**src/rtl/fractal_sync_pkg.sv**
```systemverilog
// Shared types for the fractal synchronization network endpoints:
// core-initiator FSM states and the error codes returned to the core.
package fractal_sync_pkg;

    typedef enum logic [1:0] {
        IDLE = 2'd0,
        SEND = 2'd1,
        WAIT = 2'd2,
        RESP = 2'd3
    } init_state_e;

    typedef enum logic [2:0] {
        ERR_NONE    = 3'd0,
        ERR_LEVEL   = 3'd1,
        ERR_REMOTE  = 3'd2,
        ERR_TIMEOUT = 3'd3
    } init_err_e;

endpackage

```
**src/rtl/fractal_sync_timeout_cnt.sv**
```systemverilog
// Saturating cycle counter that guards the wait for a wake response.
// expired_o rises on the LIMIT-th enabled cycle after a clear.
module fractal_sync_timeout_cnt #(
    parameter int unsigned LIMIT = 1024
) (
    input  logic clk_i,
    input  logic rst_ni,
    input  logic clear_i,
    input  logic en_i,
    output logic expired_o
);

    localparam int unsigned CNT_WIDTH = $clog2(LIMIT + 1);
    localparam logic [CNT_WIDTH-1:0] LAST = CNT_WIDTH'(LIMIT - 1);

    logic [CNT_WIDTH-1:0] r_cnt;

    // NOTE: sequential state uses non-blocking assignments so every flop samples pre-edge values.
    always_ff @(posedge clk_i or negedge rst_ni) begin
        if (!rst_ni) begin
            r_cnt <= '0;
        end else if (clear_i) begin
            r_cnt <= '0;
        end else if (en_i && (r_cnt != LAST)) begin
            r_cnt <= r_cnt + 1'b1;
        end
    end

    assign expired_o = en_i && (r_cnt == LAST);

endmodule

```
**src/rtl/fractal_sync_core_initiator.sv**
```systemverilog
// Core-side barrier initiator: takes one (level, id) request, sends it up the
// node tree, waits for the matching wake and reports completion or an error.
module fractal_sync_core_initiator
    import fractal_sync_pkg::*;
#(
    parameter int unsigned LEVEL_WIDTH    = 1,
    parameter int unsigned ID_WIDTH       = 1,
    parameter int unsigned MAX_LEVEL      = 2**LEVEL_WIDTH - 1,
    parameter int unsigned TIMEOUT_CYCLES = 1024
) (
    input  logic                   clk_i,
    input  logic                   rst_ni,
    input  logic                   req_valid_i,
    output logic                   req_ready_o,
    input  logic [LEVEL_WIDTH-1:0] req_level_i,
    input  logic [ID_WIDTH-1:0]    req_id_i,
    output logic                   up_valid_o,
    input  logic                   up_ready_i,
    output logic [LEVEL_WIDTH-1:0] up_level_o,
    output logic [ID_WIDTH-1:0]    up_id_o,
    input  logic                   wake_valid_i,
    input  logic [LEVEL_WIDTH-1:0] wake_level_i,
    input  logic [ID_WIDTH-1:0]    wake_id_i,
    input  logic                   wake_err_i,
    output logic                   done_o,
    output logic                   err_o,
    output logic [2:0]             err_code_o,
    output logic                   busy_o
);

    // One extra bit keeps the range check meaningful when MAX_LEVEL is the field maximum.
    localparam logic [LEVEL_WIDTH:0] MAX_LEVEL_EXT = (LEVEL_WIDTH + 1)'(MAX_LEVEL);

    init_state_e             r_state, w_state_next;
    init_err_e               r_code, w_code_next;
    logic [LEVEL_WIDTH-1:0]  r_level;
    logic [ID_WIDTH-1:0]     r_id;
    logic                    stray_seen_q;

    logic w_latch;
    logic w_level_bad;
    logic w_up_hs;
    logic w_wake_match;
    logic w_expired;

    assign w_level_bad  = {1'b0, req_level_i} > MAX_LEVEL_EXT;
    assign w_up_hs      = (r_state == SEND) && up_ready_i;
    assign w_wake_match = wake_valid_i && (r_state == WAIT) &&
                          (wake_level_i == r_level) && (wake_id_i == r_id);

    generate
        if (TIMEOUT_CYCLES > 0) begin : g_timeout
            fractal_sync_timeout_cnt #(
                .LIMIT (TIMEOUT_CYCLES)
            ) u_timeout_cnt (
                .clk_i     (clk_i),
                .rst_ni    (rst_ni),
                .clear_i   (w_up_hs),
                .en_i      (r_state == WAIT),
                .expired_o (w_expired)
            );
        end else begin : g_no_timeout
            assign w_expired = 1'b0;
        end
    endgenerate

    // NOTE: every always_comb output gets a default first, so no path can infer a latch.
    always_comb begin
        w_state_next = r_state;
        w_code_next  = r_code;
        w_latch      = 1'b0;
        case (r_state)
            IDLE: begin
                if (req_valid_i) begin
                    w_latch = 1'b1;
                    if (w_level_bad) begin
                        w_state_next = RESP;
                        w_code_next  = ERR_LEVEL;
                    end else begin
                        w_state_next = SEND;
                    end
                end
            end
            SEND: begin
                if (up_ready_i) begin
                    w_state_next = WAIT;
                end
            end
            WAIT: begin
                // A matching wake takes priority over a simultaneous timeout.
                if (w_wake_match) begin
                    w_state_next = RESP;
                    w_code_next  = wake_err_i ? ERR_REMOTE : ERR_NONE;
                end else if (w_expired) begin
                    w_state_next = RESP;
                    w_code_next  = ERR_TIMEOUT;
                end
            end
            RESP: begin
                w_state_next = IDLE;
            end
            default: begin
                w_state_next = IDLE;
            end
        endcase
    end

    always_ff @(posedge clk_i or negedge rst_ni) begin
        if (!rst_ni) begin
            r_state      <= IDLE;
            r_code       <= ERR_NONE;
            r_level      <= '0;
            r_id         <= '0;
            stray_seen_q <= 1'b0;
        end else begin
            r_state <= w_state_next;
            r_code  <= w_code_next;
            if (w_latch) begin
                r_level <= req_level_i;
                r_id    <= req_id_i;
            end
            if (wake_valid_i && !w_wake_match) begin
                stray_seen_q <= 1'b1;
            end
        end
    end

    assign req_ready_o = (r_state == IDLE);
    assign up_valid_o  = (r_state == SEND);
    assign up_level_o  = r_level;
    assign up_id_o     = r_id;
    assign done_o      = (r_state == RESP);
    assign err_o       = done_o && (r_code != ERR_NONE);
    assign err_code_o  = done_o ? r_code : ERR_NONE;
    assign busy_o      = (r_state != IDLE);

    a_up_stable: assert property (@(posedge clk_i) disable iff (!rst_ni)
        (up_valid_o && !up_ready_i) |=> (up_valid_o && $stable(up_level_o) && $stable(up_id_o)));

    a_stray_cause: assert property (@(posedge clk_i) disable iff (!rst_ni)
        $rose(stray_seen_q) |-> $past(wake_valid_i));

endmodule

```
**config.mk**
```make
export PLATFORM = sky130hd
export DESIGN_NAME = fractal_sync_core_initiator
export DESIGN_NICKNAME = d
export VERILOG_FILES = /design/src/rtl/fractal_sync_pkg.sv /design/src/rtl/fractal_sync_timeout_cnt.sv /design/src/rtl/fractal_sync_core_initiator.sv
export SDC_FILE = /design/constraint.sdc
export NUM_CORES = 1
export LEC_CHECK = 0
export BUFFER_PORTS_ARGS = -buffer_cell sky130_fd_sc_hd__buf_4
export CELL_PAD_IN_SITES_DETAIL_PLACEMENT = 1
export CELL_PAD_IN_SITES_GLOBAL_PLACEMENT = 2
export CORE_ASPECT_RATIO = 1.75
export CORE_MARGIN = 1.5
export CORE_UTILIZATION = 33
export DETAILED_ROUTE_END_ITERATION = 8
export PLACE_DENSITY_LB_ADDON = 0.1
export SLEW_MARGIN = 0
export SYNTH_ARGS = -nofsm -noshare
export SYNTH_HDL_FRONTEND = slang
export SYNTH_HIERARCHICAL = 1
export SYNTH_SLANG_ARGS = --single-unit
```
**constraint.sdc**
```tcl
create_clock -name clk_i -period 2.8 [get_ports clk_i]
set_input_delay 0.14 -clock clk_i [delete_from_list [all_inputs] [get_ports clk_i]]
set_output_delay 0.14 -clock clk_i [all_outputs]
set_load 0.02 [all_outputs]
```
Word-level counts from Yosys, hierarchy flattened
Index checks and enable logic that the tools add are counted.

Add/sub/neg operators: 1. $mul: 0. Div/mod/pow operators: 0. $lt $le $gt $ge: 0. Equal/unequal tests: 10. Shift-type cells: 0. Muxes and demuxes: 13. Bitwise gates (word level): 0. Reductions and logical operators: 14.

Operator list (number): $mux 11 (2); $add 11x1->11 const B (1); $eq 11x10->1 const B (1); $ne 11x10->1 const B (1); $mux 2 (5); $mux 3 (3); $pmux 2 s4 (1); $logic_and 1x1->1 (7); $reduce_bool 2->1 (3); $eq 2x2->1 const B (2); $ne 3x3->1 const B (1); $reduce_and 3->1 (1); $reduce_bool 3->1 (1); $eq 1x1->1 (2); $eq 2x1->1 const B (1); $logic_not 2->1 (1); $mux 1 (2); $ne 2x1->1 const B (1); $ne 2x2->1 const B (1); $reduce_and 2->1 (1).

Register bits: 18. Bits in latches: 0. Bits in writable memories: 0. ROM bits: 0. Word-level logic and storage cells: 43. Memories: 0.

Depth between registers and ports, before layout
Word-level depth: 6. Gate-level depth with buffers: 9.

Modules after synthesis
The synthesis kept the hierarchy.

Modules (own cells, without submodules): fractal_sync_timeout_cnt (instances 1, cells each 65, area an instance 613.1 sq um, sequential area each 275.3 sq um); fractal_sync_core_initiator (instances 1, cells each 37, area an instance 386.6 sq um, sequential area each 150.1 sq um).

Worst setup path before layout
OpenSTA, ideal clock, no wires.

Path kind: flip-flop to flip-flop. Start: register r_state[0]. End: register r_state[1]. Setup time: 128 ps. Arrival time: 2107 ps. Data required time: 2672 ps. Slack: 566 ps. Cell stages (with the launch flop): 10. Path buffers: 1. Clock period less this slack: 2234 ps. Path through: dfrtp_1 inv_1 ha_1 nand2_1 or3_1 clkbuf_2 nor3_1 a31oi_1 a21oi_1 mux2_1.

Elaborated cells between the ends (all ways): 14. Those cells by class: 6 x eq/ne; 2 x mux; 6 x reduce/logical.

RTL lines: from (decl) (RTL line fractal_sync_core_initiator.sv:34) `init_state_e r_state, w_state_next;`; from (signal assigned) (RTL line fractal_sync_core_initiator.sv:116) `r_state <= w_state_next;`; $eq 2x2->1 (RTL line fractal_sync_core_initiator.sv:59) `.en_i (r_state == WAIT),`; $logic_and 1x1->1 (RTL line fractal_sync_timeout_cnt.sv:29) `assign expired_o = en_i && (r_cnt == LAST);`; net w_expired (RTL line fractal_sync_core_initiator.sv:44) `logic w_expired;`; $ne 3x3->1 (no line); $reduce_and 3->1 (no line).

The timed path passes the listed nets, and every way through them passes these cells. A chain may end at the register's enable or synchronous reset.

Worst setup path after layout
Ends and elaborated chain as after synthesis.

==> results.cfg <==
[status]
outcome = finished clean

[worst_setup_path]
critPathMaxFanout = 6
critical_path.endpoint = r_state[1]
worst_setup_path_startpoint = r_state[0]
crit_path_start_kind = flop
critical_path.endpoint_type = flop
timing.critical_path.arrival_ns = 2.39
regToRegSetupSlack_ns = 0.55
worst-r2r-cell-count = 8
reg2reg_to = r_state[1]
critical_path_required_ns = 2.94
reg2reg_from = r_state[0]
criticalPathCategory = reg -> reg

[sta]
post-route-period-util_pct = 80.46
post-route-min-period_ns = 2.253
finalHoldViolCount = 0
rsz0062_at_grt = no
min_setup_slack_post_route_ns = 0.5471
fin_tns_setup_ns = 0
count_of_pins_over_their_slew_limit = 0
setup-violations-final = 0
max_freq_mhz = 443.9
tightest_slew_ns = 0.5230
slew_headroom_pct = 64.23
finalClockSkew_ns = 0.002577

[synthesis]
post_synth_edffs = 0
synth_cell_types = 40
netlist_top_cells_area = sky130_fd_sc_hd__dfrtp_1 (43%), sky130_fd_sc_hd__ha_1 (7.5%), sky130_fd_sc_hd__a21oi_1 (3.5%), sky130_fd_sc_hd__mux2_1 (3.4%), sky130_fd_sc_hd__inv_1 (2.6%)
post-synth-top-area-fraction_pct = 42.55
syn-num-nets = 118
postSynthRegisterBits = 17
ys_seq_area_share_pct = 42.55
post_synthesis_average_cell_area_um2 = 9.801
synthDominantAreaCellType = sky130_fd_sc_hd__dfrtp_1
primary_flip_flop_cell_chosen_by_synthesis_mapping = sky130_fd_sc_hd__dfrtp_1
synth_area_um2 = 999.7
synth_cells = 102
synthMostInstantiatedCell = sky130_fd_sc_hd__dfrtp_1
yosys_warnings = 6
synthArstFlopShare_pct = 100.0
synth_commonest_cells = sky130_fd_sc_hd__dfrtp_1 (17), sky130_fd_sc_hd__a21oi_1 (7), sky130_fd_sc_hd__inv_1 (7), sky130_fd_sc_hd__nor2_1 (7), sky130_fd_sc_hd__ha_1 (6)

[final_layout]
area_delta_synth_final_pct = 21.65
num_antenna_cells = 0
fin_nets = 140
layout-drive-gt1-share_pct = 23.58

[power_and_ir_drop]
cellLeakagePower_nw = 0.5408
vdd.ir_drop.worst_mv = 0.4498
power_density_mw_per_mm2 = 926.7
total_power_mw = 1.127

[detailed_routing]
drtIter0Drc = 10
route.detailed.drc = 0
ant_nets = 0
drt_first_pass_iters = 2
per_cell_routed_wire_length_um = 16.02
vias = 836
routed_wirelength_um = 2419
post_drt_via_cell_ratio = 5.536

[clock_tree]
clock_tree.root_cell = sky130_fd_sc_hd__clkbuf_8
tritoncts_clock_tree = done
numCtsBuffers = 3
clock_insertion_delay_worst_skew_ns = 0.25
cts.sinks = 17
cts_max_level = 1
max-clock-path-buffers = 2
cts.reportedPaths.clkPinSlew_ns = 0.07
cts_resized = 0

[die]
die_area_mm2 = 0.003382
dieHeight_um = 75.81
floorplan.rows = 26
boundaryPins = 20
fp.dieW_um = 44.61
core_area_mm2 = 0.002895
starting_density_of_the_core_pct = 34.53

[hold_path]
hp-class = in -> reg

[global_routing]
grt_pass1_wl_um = 4126
globalRoute.totalOverflow = 0
grt_antenna_before_repair = 0
vias_in_the_first_global_route = 892
grt_max_degree = 18
grtUsageTotal_pct = 16.96

[placement]
pre_cts_ws_ns = 0.5481
dpl.hpwl_um = 1946
place.gp.congestion = 0.7146
number_of_port_buffers = 18

[flow_run]
cap_viol_max_count = 0
where the power goes:
group | switching [mW] | total [mW] | leakage (nW) | internal [mW]
Sequential | 0.0740 | 0.393 | 0.221 | 0.319
Combinational | 0.293 | 0.549 | 0.297 | 0.256
Clock | 0.0840 | 0.185 | 0.0228 | 0.101
final cells by class:
type | instances | area (um2)
Fill cell | 326 | 1679
Multi-Input combinational cell | 75 | 531.8
Sequential cell | 17 | 425.4
Timing Repair Buffer | 20 | 152.6
Clock buffer | 4 | 45.04
Tap cell | 28 | 35.03
Inverter | 7 | 26.28
cells in the final DEF, fill, tap and decap left out, types with 4 or more instances in the layout:
| master | instances |
|---|---|
| sky130_fd_sc_hd__a21oi_1 | 7 |
| sky130_fd_sc_hd__buf_4 | 19 |
| sky130_fd_sc_hd__dfrtp_1 | 17 |
| sky130_fd_sc_hd__ha_1 | 6 |
| sky130_fd_sc_hd__inv_1 | 7 |
| sky130_fd_sc_hd__nand2_1 | 4 |
| sky130_fd_sc_hd__nor2_1 | 7 |
| sky130_fd_sc_hd__nor3_1 | 4 |
through the flow:
| step | utilization, % | hold slack [ns] | cells | area, um2 |
|---|---|---|---|---|
| finish | 42.01 | 0.1136 | 151 | 1216 |
| global route | 42.01 | 0.1235 | 151 | 1216 |
| CTS | 42.01 | 0.1084 | 151 | 1216 |
| detailed placement | 40.10 | 0.02501 | 146 | 1161 |
| global placement | 40.10 | 0.01918 | 146 | 1161 |
| floorplan | - | -0.1556 | 102 | 999.7 |
registers in the layout, indices dropped and copies added (netlist names):
register                       count
g_timeout.u_timeout_cnt/r_cnt     11
r_code                             2
up_level_o                         1
r_state                            2
up_id_o                            1
how the worst min path moves through the flow:
stage | from | end | slack [ns] | cells after the start
after global routing | wake_err_i | r_code[1] | 0.12 | 2
after detailed placement | rst_ni | g_timeout.u_timeout_cnt/r_cnt[7] | 0.03 | 1
after CTS | wake_err_i | r_code[1] | 0.11 | 2
after floorplan | rst_ni | g_timeout.u_timeout_cnt/r_cnt[0] | -0.16 | 0
after global placement | rst_ni | g_timeout.u_timeout_cnt/r_cnt[8] | 0.02 | 1
final | wake_err_i | r_code[1] | 0.11 | 2
worst max-delay path, cell delays in order (launching register included):
cell,delay (ns)
sky130_fd_sc_hd__dfrtp_1,0.41
sky130_fd_sc_hd__inv_1,0.12
sky130_fd_sc_hd__ha_1,0.18
sky130_fd_sc_hd__nand2_1,0.09
sky130_fd_sc_hd__or3_1,0.41
sky130_fd_sc_hd__nor3_1,0.25
sky130_fd_sc_hd__a31oi_1,0.10
sky130_fd_sc_hd__a21oi_1,0.23
sky130_fd_sc_hd__mux2_1,0.34
timing repair:
item	in CTS	in global routing
hold buffers	1	0
endpoints found under the setup margin	0	0
buffers inserted	0	0
endpoints found under the hold margin	17	0
cells by family (layout without fill, tap and decap cells):
logic type / count (synthesis) / count (layout) / share of synthesized area [%]
flip-flops: 17 / 17 / 42.55
adder cells (fa/ha/maj): 6 / 6 / 7.509
multiplexers: 6 / 6 / 6.633
AND/OR/NAND/NOR: 38 / 38 / 21.78
AO/OA/AOI/OAI: 21 / 21 / 14.27
XOR/XNOR: 3 / 3 / 2.629
buffers and inverters: 10 / 31 / 4.255
other: 1 / 1 / 0.3751
layer usage:
layer	wire, um	vias to the layer above	track usage, %	share of wire, %
li1	-	406	-	-
met1	904	415	17.31	37
met2	1419	11	32.05	59
met3	47	4	2.133	1.9
met4	46	0	9.091	1.9
met5	0	-	0	0
Note: power is estimated with default switching activity, not from simulation.
